[config.mk]
export PLATFORM = sky130hd
export DESIGN_NAME = word_serializer
export DESIGN_NICKNAME = d
export VERILOG_FILES = /design/src/rtl/word_ser_pkg.sv /design/src/rtl/word_ser_shreg.sv /design/src/rtl/word_serializer.sv
export SDC_FILE = /design/constraint.sdc
export NUM_CORES = 1
export LEC_CHECK = 0
export CORE_ASPECT_RATIO = 0.75
export CORE_UTILIZATION = 45
export CTS_BUF_LIST = sky130_fd_sc_hd__clkbuf_4
export DETAILED_ROUTE_END_ITERATION = 10
export GPL_TIMING_DRIVEN = 0
export PLACE_DENSITY = 0.7
export SYNTH_ARGS = -nofsm -noshare
export SYNTH_HDL_FRONTEND = slang
export SYNTH_SLANG_ARGS = --single-unit
[constraint.sdc]
create_clock -name clk -period 3.8 [get_ports clk]
set_input_delay 0.76 -clock clk [delete_from_list [all_inputs] [get_ports clk]]
set_output_delay 0.76 -clock clk [all_outputs]
set_load 0.05 [all_outputs]
[src/rtl/word_ser_pkg.sv]
// word_ser_pkg: shared state encoding, byte width and counter sizing for word_serializer.
package word_ser_pkg;

    localparam int unsigned BYTE_W = 8;

    typedef enum logic [1:0] {
        IDLE,
        SEND,
        WAIT_RISE,
        WAIT_FALL
    } state_t;

    // Bits needed to hold a down-counter starting at n (inclusive).
    function automatic int unsigned cnt_w(input int unsigned n);
        return $clog2(n + 1);
    endfunction

endpackage

[src/rtl/word_ser_shreg.sv]
// word_ser_shreg: word shift register with parallel load, byte shift in either direction
// and a head-byte tap that follows the selected direction.
module word_ser_shreg
    import word_ser_pkg::*;
#(
    parameter int unsigned N = 256
) (
    input  logic              clk,
    input  logic              rst_n,
    input  logic              load_i,
    input  logic              shift_i,
    input  logic              lsb_i,
    input  logic [N-1:0]      data_i,
    output logic [BYTE_W-1:0] head_o
);

    logic [N-1:0] data_q, data_d;

    always_comb begin
        data_d = load_i  ? data_i :
                 shift_i ? (lsb_i ? data_q >> BYTE_W : data_q << BYTE_W) :
                 data_q;
    end

    always_ff @(posedge clk) begin
        if (!rst_n) data_q <= '0;
        else        data_q <= data_d;
    end

    assign head_o = lsb_i ? data_q[BYTE_W-1:0] : data_q[N-1 -: BYTE_W];

endmodule

[src/rtl/word_serializer.sv]
// word_serializer: splits an N-bit word into bytes paced by the UART busy rise/fall handshake.
// Optional WORD_SER_CSUM_EN appends an XOR checksum byte after the data bytes.
module word_serializer
    import word_ser_pkg::*;
#(
    parameter int unsigned N = 256
) (
    input  logic              clk,
    input  logic              rst_n,
    input  logic              in_valid,
    output logic              in_ready,
    input  logic [N-1:0]      in_data,
    input  logic              in_lsb_first,
    output logic [BYTE_W-1:0] tx_byte,
    output logic              tx_valid,
    input  logic              tx_busy,
    output logic              busy,
    output logic              done
);

    localparam int unsigned NB = N / BYTE_W;
`ifdef WORD_SER_CSUM_EN
    localparam int unsigned NTOT = NB + 1;
`else
    localparam int unsigned NTOT = NB;
`endif
    localparam int unsigned CW = cnt_w(NTOT);

    state_t            state_q, state_d;
    logic [CW-1:0]     cnt_q, cnt_d;
    logic              lsb_q, lsb_d;
    logic [BYTE_W-1:0] tx_byte_q, tx_byte_d;
    logic              tx_valid_q, tx_valid_d;
    logic              done_q, done_d;
    logic              accept, load, shift;
    logic [BYTE_W-1:0] head, next_byte;

    assign in_ready = (state_q == IDLE) && !tx_busy;
    assign accept   = in_valid && in_ready;
    assign load     = accept;
    assign shift    = (state_q == SEND);
    assign busy     = (state_q != IDLE);
    assign tx_byte  = tx_byte_q;
    assign tx_valid = tx_valid_q;
    assign done     = done_q;

    word_ser_shreg #(.N(N)) u_shreg (
        .clk    (clk),
        .rst_n  (rst_n),
        .load_i (load),
        .shift_i(shift),
        .lsb_i  (lsb_q),
        .data_i (in_data),
        .head_o (head)
    );

`ifdef WORD_SER_CSUM_EN
    logic [BYTE_W-1:0] acc_q, acc_d;
    // The byte being sent is folded in during SEND, so the sum is complete by the last slot.
    always_comb begin
        acc_d = accept ? '0 : (state_q == SEND) ? acc_q ^ tx_byte_q : acc_q;
    end
    always_ff @(posedge clk) begin
        if (!rst_n) acc_q <= '0;
        else        acc_q <= acc_d;
    end
    assign next_byte = (cnt_q == CW'(1)) ? acc_q : head;
`else
    assign next_byte = head;
`endif

    always_comb begin
        state_d    = state_q;
        cnt_d      = cnt_q;
        lsb_d      = lsb_q;
        tx_byte_d  = tx_byte_q;
        tx_valid_d = 1'b0;
        done_d     = 1'b0;
        case (state_q)
            IDLE: if (accept) begin
                state_d    = SEND;
                cnt_d      = CW'(NTOT);
                lsb_d      = in_lsb_first;
                tx_valid_d = 1'b1;
                tx_byte_d  = in_lsb_first ? in_data[BYTE_W-1:0] : in_data[N-1 -: BYTE_W];
            end
            SEND: begin
                cnt_d   = cnt_q - CW'(1);
                state_d = WAIT_RISE;
            end
            WAIT_RISE: state_d = tx_busy ? WAIT_FALL : WAIT_RISE;
            WAIT_FALL: if (!tx_busy) begin
                state_d    = (cnt_q != '0) ? SEND : IDLE;
                tx_valid_d = (cnt_q != '0);
                done_d     = (cnt_q == '0);
                tx_byte_d  = (cnt_q != '0) ? next_byte : tx_byte_q;
            end
            default: state_d = IDLE;
        endcase
    end

    always_ff @(posedge clk) begin
        if (!rst_n) begin
            state_q    <= IDLE;
            cnt_q      <= '0;
            lsb_q      <= 1'b0;
            tx_byte_q  <= '0;
            tx_valid_q <= 1'b0;
            done_q     <= 1'b0;
        end else begin
            state_q    <= state_d;
            cnt_q      <= cnt_d;
            lsb_q      <= lsb_d;
            tx_byte_q  <= tx_byte_d;
            tx_valid_q <= tx_valid_d;
            done_q     <= done_d;
        end
    end

endmodule

Yosys cells after proc, flatten, opt, wreduce, memory -nomap -nowiden:

Index checks and enable logic that the tools add are counted.

* $add $sub $neg: 1
* equality and inequality tests: 6
* multiplexer cells: 19
* bitwise operators: 2
* reductions and logical operators: 15

Operator list (number)
* $mux 256: 3
* $mux 8: 5
* $pmux 8 s2: 1
* $pmux 6 s2: 1
* $pmux 2 s4: 1
* $reduce_bool 2->1: 4
* $logic_not 6->1: 1
* $mux 6: 1
* $reduce_and 2->1: 3
* $reduce_bool 6->1: 1
* $sub 6x1->6 const B: 1
* $eq 2x2->1 const B: 2
* $mux 1: 4
* $mux 2: 2
* $ne 2x2->1 const B: 2
* $reduce_and 4->1: 1
* $reduce_or 3->1: 1
* $eq 2x1->1 const B: 1
* $logic_and 1x1->1: 2
* $logic_not 2->1: 1
* $ne 2x1->1 const B: 1
* $not 1->1: 2
* $pmux 1 s2: 1
* $logic_not 1->1: 1

* register bits after elaboration: 275
* word-level logic and storage cells: 50

Logic depth before layout (Yosys ltp):

Gate-level depths: netlist (run 1).

* depth after elaboration: 5
* mapped depth: 8
* gate-level depth less buffers: 6

By module:

Synthesis (run 1) repeated with hierarchy kept, for this count alone.

* cells, all modules: 1596
* area total of the unflattened synthesis: 15633.7 sq um

By module, submodules not included
* word_ser_shreg: instances 1, cells each 1461, area an instance 14545.2 sq um
* word_serializer: instances 1, cells each 135, area an instance 1088.5 sq um

Least setup slack after synthesis (run 1):

OpenSTA, ideal clock, no wires.

* path kind: input to register
* start: input tx_busy
* end: register u_shreg.data_q[100]
* library setup time: 117 ps
* arrival: 1964 ps
* path slack: 1719 ps
* stages on the path: 6
* path through: nor2b_2 -> nand2_2 -> nand2_4 -> buf_12 -> buf_8 -> o21ai_2

* word-level cells in the longest chain between the ends: 4
* elaborated cells on any way between the ends: 5
* those cells by class: 1 x mux; 4 x reduce/logical

RTL lines
* start, declared: line word_serializer.sv:16 `input logic tx_busy,`
* $logic_not 1->1 (*)
* $logic_and 1x1->1 (*): line word_serializer.sv:38 `assign in_ready = (state_q == IDLE) && !tx_busy;`
* $logic_and 1x1->1 (*): line word_serializer.sv:39 `assign accept = in_valid && in_ready;`
* $mux 256 or $reduce_bool 2->1 (tied branches)
* end signal, assigned: line word_ser_shreg.sv:27 `else data_q <= data_d;`
* end, declared: line word_ser_shreg.sv:17 `logic [N-1:0] data_q, data_d;`

Every way passes the cells marked *; elsewhere a longest branch is shown, timed or not.
A chain may end at the register's enable or synchronous reset.

Final worst setup path (run 1):

* start: register state_q[0]
* end: output in_ready

* word-level cells in the longest chain between the ends: 2

RTL lines
* start, declared: line word_serializer.sv:29 `state_t state_q, state_d;`
* start signal, assigned: line word_serializer.sv:111 `state_q <= state_d;`
* $logic_not 2->1: line word_serializer.sv:38
* $logic_and 1x1->1: line word_serializer.sv:38
* end, declared: line word_serializer.sv:11 `output logic in_ready,`

No other way between the ends.

==> summary.txt, run 1 <==
Placed design
  • RePlAce Congestion: 0.9176
  • Post-DP HPWL: 39.89 mm
  • IO buf count: 271

Critical path
  • R2R Path End: u_shreg.data_q[100]
  • Critical Path Fanout Max: 7
  • Worst r2r src: state_q[1]
  • Max stage delay on crit path: 810 ps
  • WP data required: 3040 ps
  • Slowest cell on crit path: clkdlybuf4s50_1
  • Worst setup path start: state_q[0]
  • Critical path launch point type: flip-flop
  • Critical Path Sink: in_ready
  • Worst-path cell chain: inv_1, ha_1, nor2b_2, clkdlybuf4s50_1
  • Worst Setup Path Type: reg -> out
  • R2R Setup Slk: 1650 ps
  • Critical path arrival: 2470 ps
  • Worst R2R Path Depth: 7
  • CP endpoint kind: output pin

Clock tree
  • Clock-pin slew on the worst setup and hold paths: 70 ps
  • Worst skew pair latency: 730 ps
  • Hold buffer count at cts: 0
  • CTS Buf Count: 74
  • Cts repair resizes: 0
  • Number of setup buffers added after CTS: 0
  • Worst-case clock buffer depth: 3
  • H-tree depth: 3
  • Clock Sinks: 275
  • CTS tree: yes
  • Clk root buf: clkbuf_4

STA
  • Max Slew Vio Count: 0
  • Fmax: 0.3100 GHz
  • Worst-margin pin slew: 791.6 ps
  • Fin crit period: 3225 ps
  • Rel. slew slack: 47.23%
  • Skew final: 35.25 ps
  • # setup viols final: 0
  • Hold slack: 466.4 ps
  • RSZ-0062 raised after global routing: false
  • Final hold vios: 0
  • Setup TNS after final layout: 0 ps
  • Period utilization: 84.88%

Synth
  • Distinct cell type count after synthesis: 44
  • Simple-gate share of the synthesized area: 16.54%
  • Syn Inst Count: 1,829
  • Mux cell area share after synthesis: 17.02%
  • Synth async-reset ratio: 0%
  • Synth Area in XOR/XNOR: 0%
  • EDFF count, synth: 0
  • Synthesized flop and latch total: 275
  • Ys Warns: 0
  • Largest family of logic cells by synthesized area: compound AO/OA/AOI/OAI gates
  • Avg Inst Size Synth: 8.554 um2
  • Post-synth net total: 2,097
  • Register area share after synthesis: 35.19%
  • Adder-cell share of the synthesized area: 0.5598%
  • Synth Flop Type: dfxtp_1
  • Synth Area in Compound Gates: 22.78%
  • Synthesized cell area: 0.01565 mm2

GRT
  • Met2 Usage GRT: 41.72%
  • Largest net degree at the start of global routing: 11
  • GR Overflow Total: 0
  • First-pass GRT wire length: 80.39 mm
  • Met1 global-route usage: 43.37%
  • Global router's overall resource usage: 28.94%
  • Most used routing layer: met1
  • Vias in the first global route: 14,680
  • Initial antenna violation count: 4
  • GR Util met3: 4.525%

Routing
  • 1st-iter DRT viols: 1,501
  • TritonRoute pass-1 iters: 6
  • Final antenna-violating net count: 0
  • DRC viols: 0
  • Total number of vias: 15,340
  • Vias per Instance: 5.719
  • Routed WL: 51.95 mm
  • Drt wl/cell: 19.36 um

Final layout
  • Commonest non-fill, non-tap cells in the layout: 281 x o21ai_0, 275 x dfxtp_1, 271 x clkdlybuf4s50_1, 266 x mux2i_1, 250 x nand3_1
  • Fin nets: 2,444
  • Area Growth Syn to Fin: 27.38%
  • Commonest non-fill, non-tap cell in the layout: o21ai_0
  • Layout cells sized above 1: 21.35%

Floorplanning
  • CORE AREA: 0.03389 mm2
  • Ports: 273
  • Die area: 0.03552 mm2
  • Die H: 163.5 um
  • Die X: 217.3 um
  • Starting Density: 46.16%
  • Row Count: 58

Worst hold path
  • Hold Crit Depth: 2
  • Hold Path Class: reg -> reg

Pwr
  • Pwr/cell area: 734.8 mW/mm2
  • Leak Pwr: 7.003 nW
  • Maximum vdd drop: 0.3647 mV

Outcome
  • Outcome: complete, no violations

Job
  • Max_cap viols: 0
power by group:
part	switching [mW]	internal [mW]	leakage (nW)	total, mW
Combinational	3.88	2.63	4.14	6.51
Clock	1.28	1.57	0.599	2.85
Sequential	1.21	4.08	2.27	5.29
stage by stage:
stage                     setup WS (ps)  power (mW)  instance area (um2)  std cells  util [%]
final                             574.7       14.64                19930       2683     58.80
after global placement            734.3       11.45                18920       2550     55.83
after detailed placement          735.0       11.66                18920       2550     55.83
after global routing              414.7       15.68                19930       2683     58.80
after CTS                         532.1       14.55                19920       2679     58.77
after floorplan                    1719       9.665                15650       1829         -
cell type report:
| type | count | area (um2) |
|---|---|---|
| tap | 450 | 563.0 |
| buffer | 177 | 1209 |
| timing repair buffer | 271 | 2713 |
| antenna | 4 | 10.01 |
| clock inverter | 14 | 133.9 |
| clock buffer | 115 | 863.3 |
| inverter | 8 | 30.03 |
| sequential | 275 | 5505 |
| multi-input combinational | 1369 | 8901 |
| fill | 3033 | 13960 |
worst min path at each step:
stage                     slack, ps  startpoint          to
after floorplan                 460    cnt_q[4]    cnt_q[4]
after global placement          460  tx_byte[3]  tx_byte[3]
after detailed placement        460  tx_byte[1]  tx_byte[1]
after CTS                       470  tx_byte[1]  tx_byte[1]
after global routing            480  tx_byte[1]  tx_byte[1]
final                           470  tx_byte[1]  tx_byte[1]
metal layers:
metal | routed length [um] | part of all wire [%] | up-vias
li1 | - | - | 7327
met5 | 0 | 0 | -
met2 | 21740 | 42 | 611
met4 | 1249 | 2.4 | 0
met3 | 3774 | 7.3 | 96
met1 | 25180 | 48 | 7310
sequential cells by signal, summed over array words and instances (netlist names):
register,flops
cnt_q,6
done,1
lsb_q,1
state_q,2
tx_byte,8
tx_valid,1
u_shreg.data_q,256
synthesized netlist by cell type (9+ instances only):
library cell  instances  area [um2]
nor2_1               22       82.58
nor2b_1               9       56.30
nand3b_1              9       67.56
nand2b_1              9       56.30
clkbuf_1             40       150.1
dfxtp_1             275        5505
mux2i_1             266        2663
buf_8                20       300.3
o21ai_2             207        1813
nand3_1             250        1251
a311oi_1             16       140.1
buf_4                40       300.3
nand2_1             245       919.6
nor3_1                9       45.04
o21ai_0             281        1406
buf_2                57       285.3
critical path, delay by kind of cell (launching register included):
kind,cells,cell delay (ps)
and+or+nand+nor,1,210
DFF,1,340
adders and majority gates,1,280
buffers and inverters,2,930
cell families (layout without fill, tap and decap cells):
| kind of cell | Yosys count | after routing |
|---|---|---|
| other | 0 | 4 |
| and+or+nand+nor | 566 | 566 |
| AOI/OAI and AO/OA | 530 | 530 |
| muxes | 266 | 266 |
| DFF | 275 | 275 |
| buffers and inverters | 185 | 585 |
| adders and majority gates | 7 | 7 |
Power figures use the tool's default switching activity.
==> run 2, diff against run 1 <==
Clock period 3.8 ns to 3.12 ns, I/O delays scaled along.
==> run 2 against run 1 <==
Net effect: first-iteration DRC count increased by 0.13%; highest routed layer unchanged; non-clock buffer count unchanged; combinational power up 22%; sequential cell count unchanged.
==> summary.txt, run 2 (synthesis results as in run 1) <==
Critical path
  • Worst Setup Path Type: reg -> out
  • Critical path arrival: 2190 ps (-280 ps)
  • CP endpoint kind: output pin
  • Critical path launch point type: flip-flop
  • Worst R2R Path Depth: 7 (unchanged)
  • Critical Path Fanout Max: 7 (unchanged)
  • WP data required: 2500 ps (-540 ps)

Routing
  • Detail Route met2 WL: 21.76 mm (about the same)
  • Top sig layer: met4
  • Vias per Instance: 5.719 (unchanged)
  • M1 WL: 25.18 mm (about the same)
  • DRC viols: 0 (unchanged)
  • Drt wl/cell: 19.37 um (about the same)
  • Total number of vias: 15,340 (unchanged)
  • 1st-iter DRT viols: 1,503 (+0.13%)
  • Routed WL: 51.96 mm (about the same)
  • Met3 WL: 3.765 mm (-0.24%)
  • TritonRoute pass-1 iters: 6 (unchanged)
  • Final antenna-violating net count: 0 (unchanged)

Floorplanning
  • Die X: 217.3 um (unchanged)
  • CORE AREA: 0.03389 mm2 (unchanged)
  • Row Count: 58 (unchanged)
  • Ports: 273 (unchanged)
  • Starting Density: 46.16% (unchanged)
  • Die H: 163.5 um (unchanged)
  • Die area: 0.03552 mm2 (unchanged)

Clock tree
  • Number of setup buffers added after CTS: 0 (unchanged)
  • Clock Sinks: 275 (unchanged)
  • Clk root buf: clkbuf_4
  • Clock-pin slew on the worst setup and hold paths: 70 ps (about the same)
  • Worst-case clock buffer depth: 3 (unchanged)
  • CTS Buf Count: 74 (unchanged)
  • Worst skew pair latency: 730 ps (about the same)
  • CTS tree: yes
  • H-tree depth: 3 (unchanged)

Pwr
  • Pwr/cell area: 894.6 mW/mm2 (+22%)
  • Maximum vdd drop: 0.4402 mV (+21%)
  • Internal: 10.08 mW (+22%)
  • Leak Pwr: 7.018 nW (+0.21%)
  • Clk pwr share: 19.5% (about the same)
  • NetSw: 7.751 mW (+22%)
  • Flop pwr share: 36.1% (about the same)
  • Logic pwr share: 44.4% (about the same)
  • Sw Ratio: 43.47% (about the same)

Placed design
  • IO buf count: 271 (unchanged)
  • Post-DP HPWL: 39.89 mm (unchanged)
  • RePlAce Congestion: 0.9176 (unchanged)

Final layout
  • Largest register FFs: 256 (unchanged)
  • Commonest non-fill, non-tap cell in the layout: o21ai_0
  • Layout cells sized above 1: 21.35% (unchanged)
  • Fill count: 3,030 (-0.099%)
  • Area occupied by multi-input gates: 0.008901 mm2 (unchanged)
  • Most flops, register: u_shreg.data_q
  • Commonest non-fill, non-tap cells in the layout: 281 x o21ai_0, 275 x dfxtp_1, 269 x clkdlybuf4s50_1, 266 x mux2i_1, 250 x nand3_1
  • Area Growth Syn to Fin: 27.38% (about the same)
  • Register area: 0.005505 mm2 (unchanged)
  • Fin nets: 2,444 (unchanged)

STA
  • Hold slack: 402.2 ps (-64.18 ps)
  • Period utilization: 90.04%
  • Max Slew Vio Count: 0 (unchanged)
  • Rel. slew slack: 47.22% (about the same)
  • Skew final: 35.35 ps (+0.09850 ps)
  • Worst-margin pin slew: 791.7 ps (+0.06926 ps)
  • Final hold vios: 0 (unchanged)
  • Fmax: 0.3560 GHz
  • RSZ-0062 raised after global routing: false
  • Setup TNS after final layout: 0 ps (unchanged)
  • # setup viols final: 0 (unchanged)
  • Fin crit period: 2809 ps

GRT
  • GR Overflow Total: 0 (unchanged)
  • Global router's overall resource usage: 28.94% (unchanged)
  • Vias in the first global route: 14,680 (unchanged)
  • First-pass GRT wire length: 80.39 mm (unchanged)
  • Largest net degree at the start of global routing: 11 (unchanged)
  • Initial antenna violation count: 4 (unchanged)

Worst hold path
  • Hold Path Class: in -> reg
  • Hold Crit Depth: 3 (+1)

Outcome
  • Outcome: complete, no violations

Job
  • Max_cap viols: 0 (unchanged)
==> run 2: power groups by stage <==
stage / clock network (mW) / registers (mW) / logic [mW]
floorplan: 0 / 5.83 / 5.94
global placement: 0 / 6.41 / 7.53
detailed placement: 0 / 6.41 / 7.79
CTS: 3.53 / 6.35 / 7.84
global route: 3.72 / 6.53 / 8.83
finish: 3.47 / 6.44 / 7.92
==> run 2: layout make-up <==
cell class              instances  area share, %
flip-flops and latches        275          27.62
clock buffers                 115          4.332
plain buffers                 177          6.065
inverters                       8         0.1507
well taps                     450          2.825
diodes                          4        0.05023
repair buffers                271          13.62
multi-input cells            1369          44.66
clock inverters                14         0.6718
==> run 2: metal layers <==
| layer | global-route usage [%] | up-vias |
|---|---|---|
| li1 | - | 7326 |
| met1 | 43.37 | 7307 |
| met2 | 41.72 | 613 |
| met3 | 4.525 | 98 |
| met4 | 9.283 | 0 |
| met5 | 0 | - |
==> run 2: through the flow <==
step                instances  area, um2  power, mW  setup slack [ps]  util, %
floorplan                1829      15650      11.77              1080        -
global placement         2550      18920      13.94             196.0    55.83
detailed placement       2550      18920      14.20             227.3    55.83
CTS                      2679      19920      17.71             21.04    58.77
global route             2683      19930      19.09             153.3    58.81
finish                   2683      19930      17.83             310.7    58.81
==> run 2: path summary, 6_finish.rpt <==
path                     start             endpoint  slack, ps
setup / recovery    state_q[0]             in_ready        310
hold / removal    in_lsb_first                lsb_q        400
setup reg to reg    state_q[1]  u_shreg.data_q[100]        970
hold reg to reg     tx_byte[1]           tx_byte[1]        470
==> run 2: critical path: stages (launching register included) <==
cell and delay (ps):
dfxtp_1 340, inv_1 120, ha_1 280, nor2b_2 210
dlygate4sd2_1 540
==> run 2: timing repair <==
item                       in CTS  in global routing
resized for setup               1                  1
hold buffers                    0                  0
setup endpoints to repair       1                  1
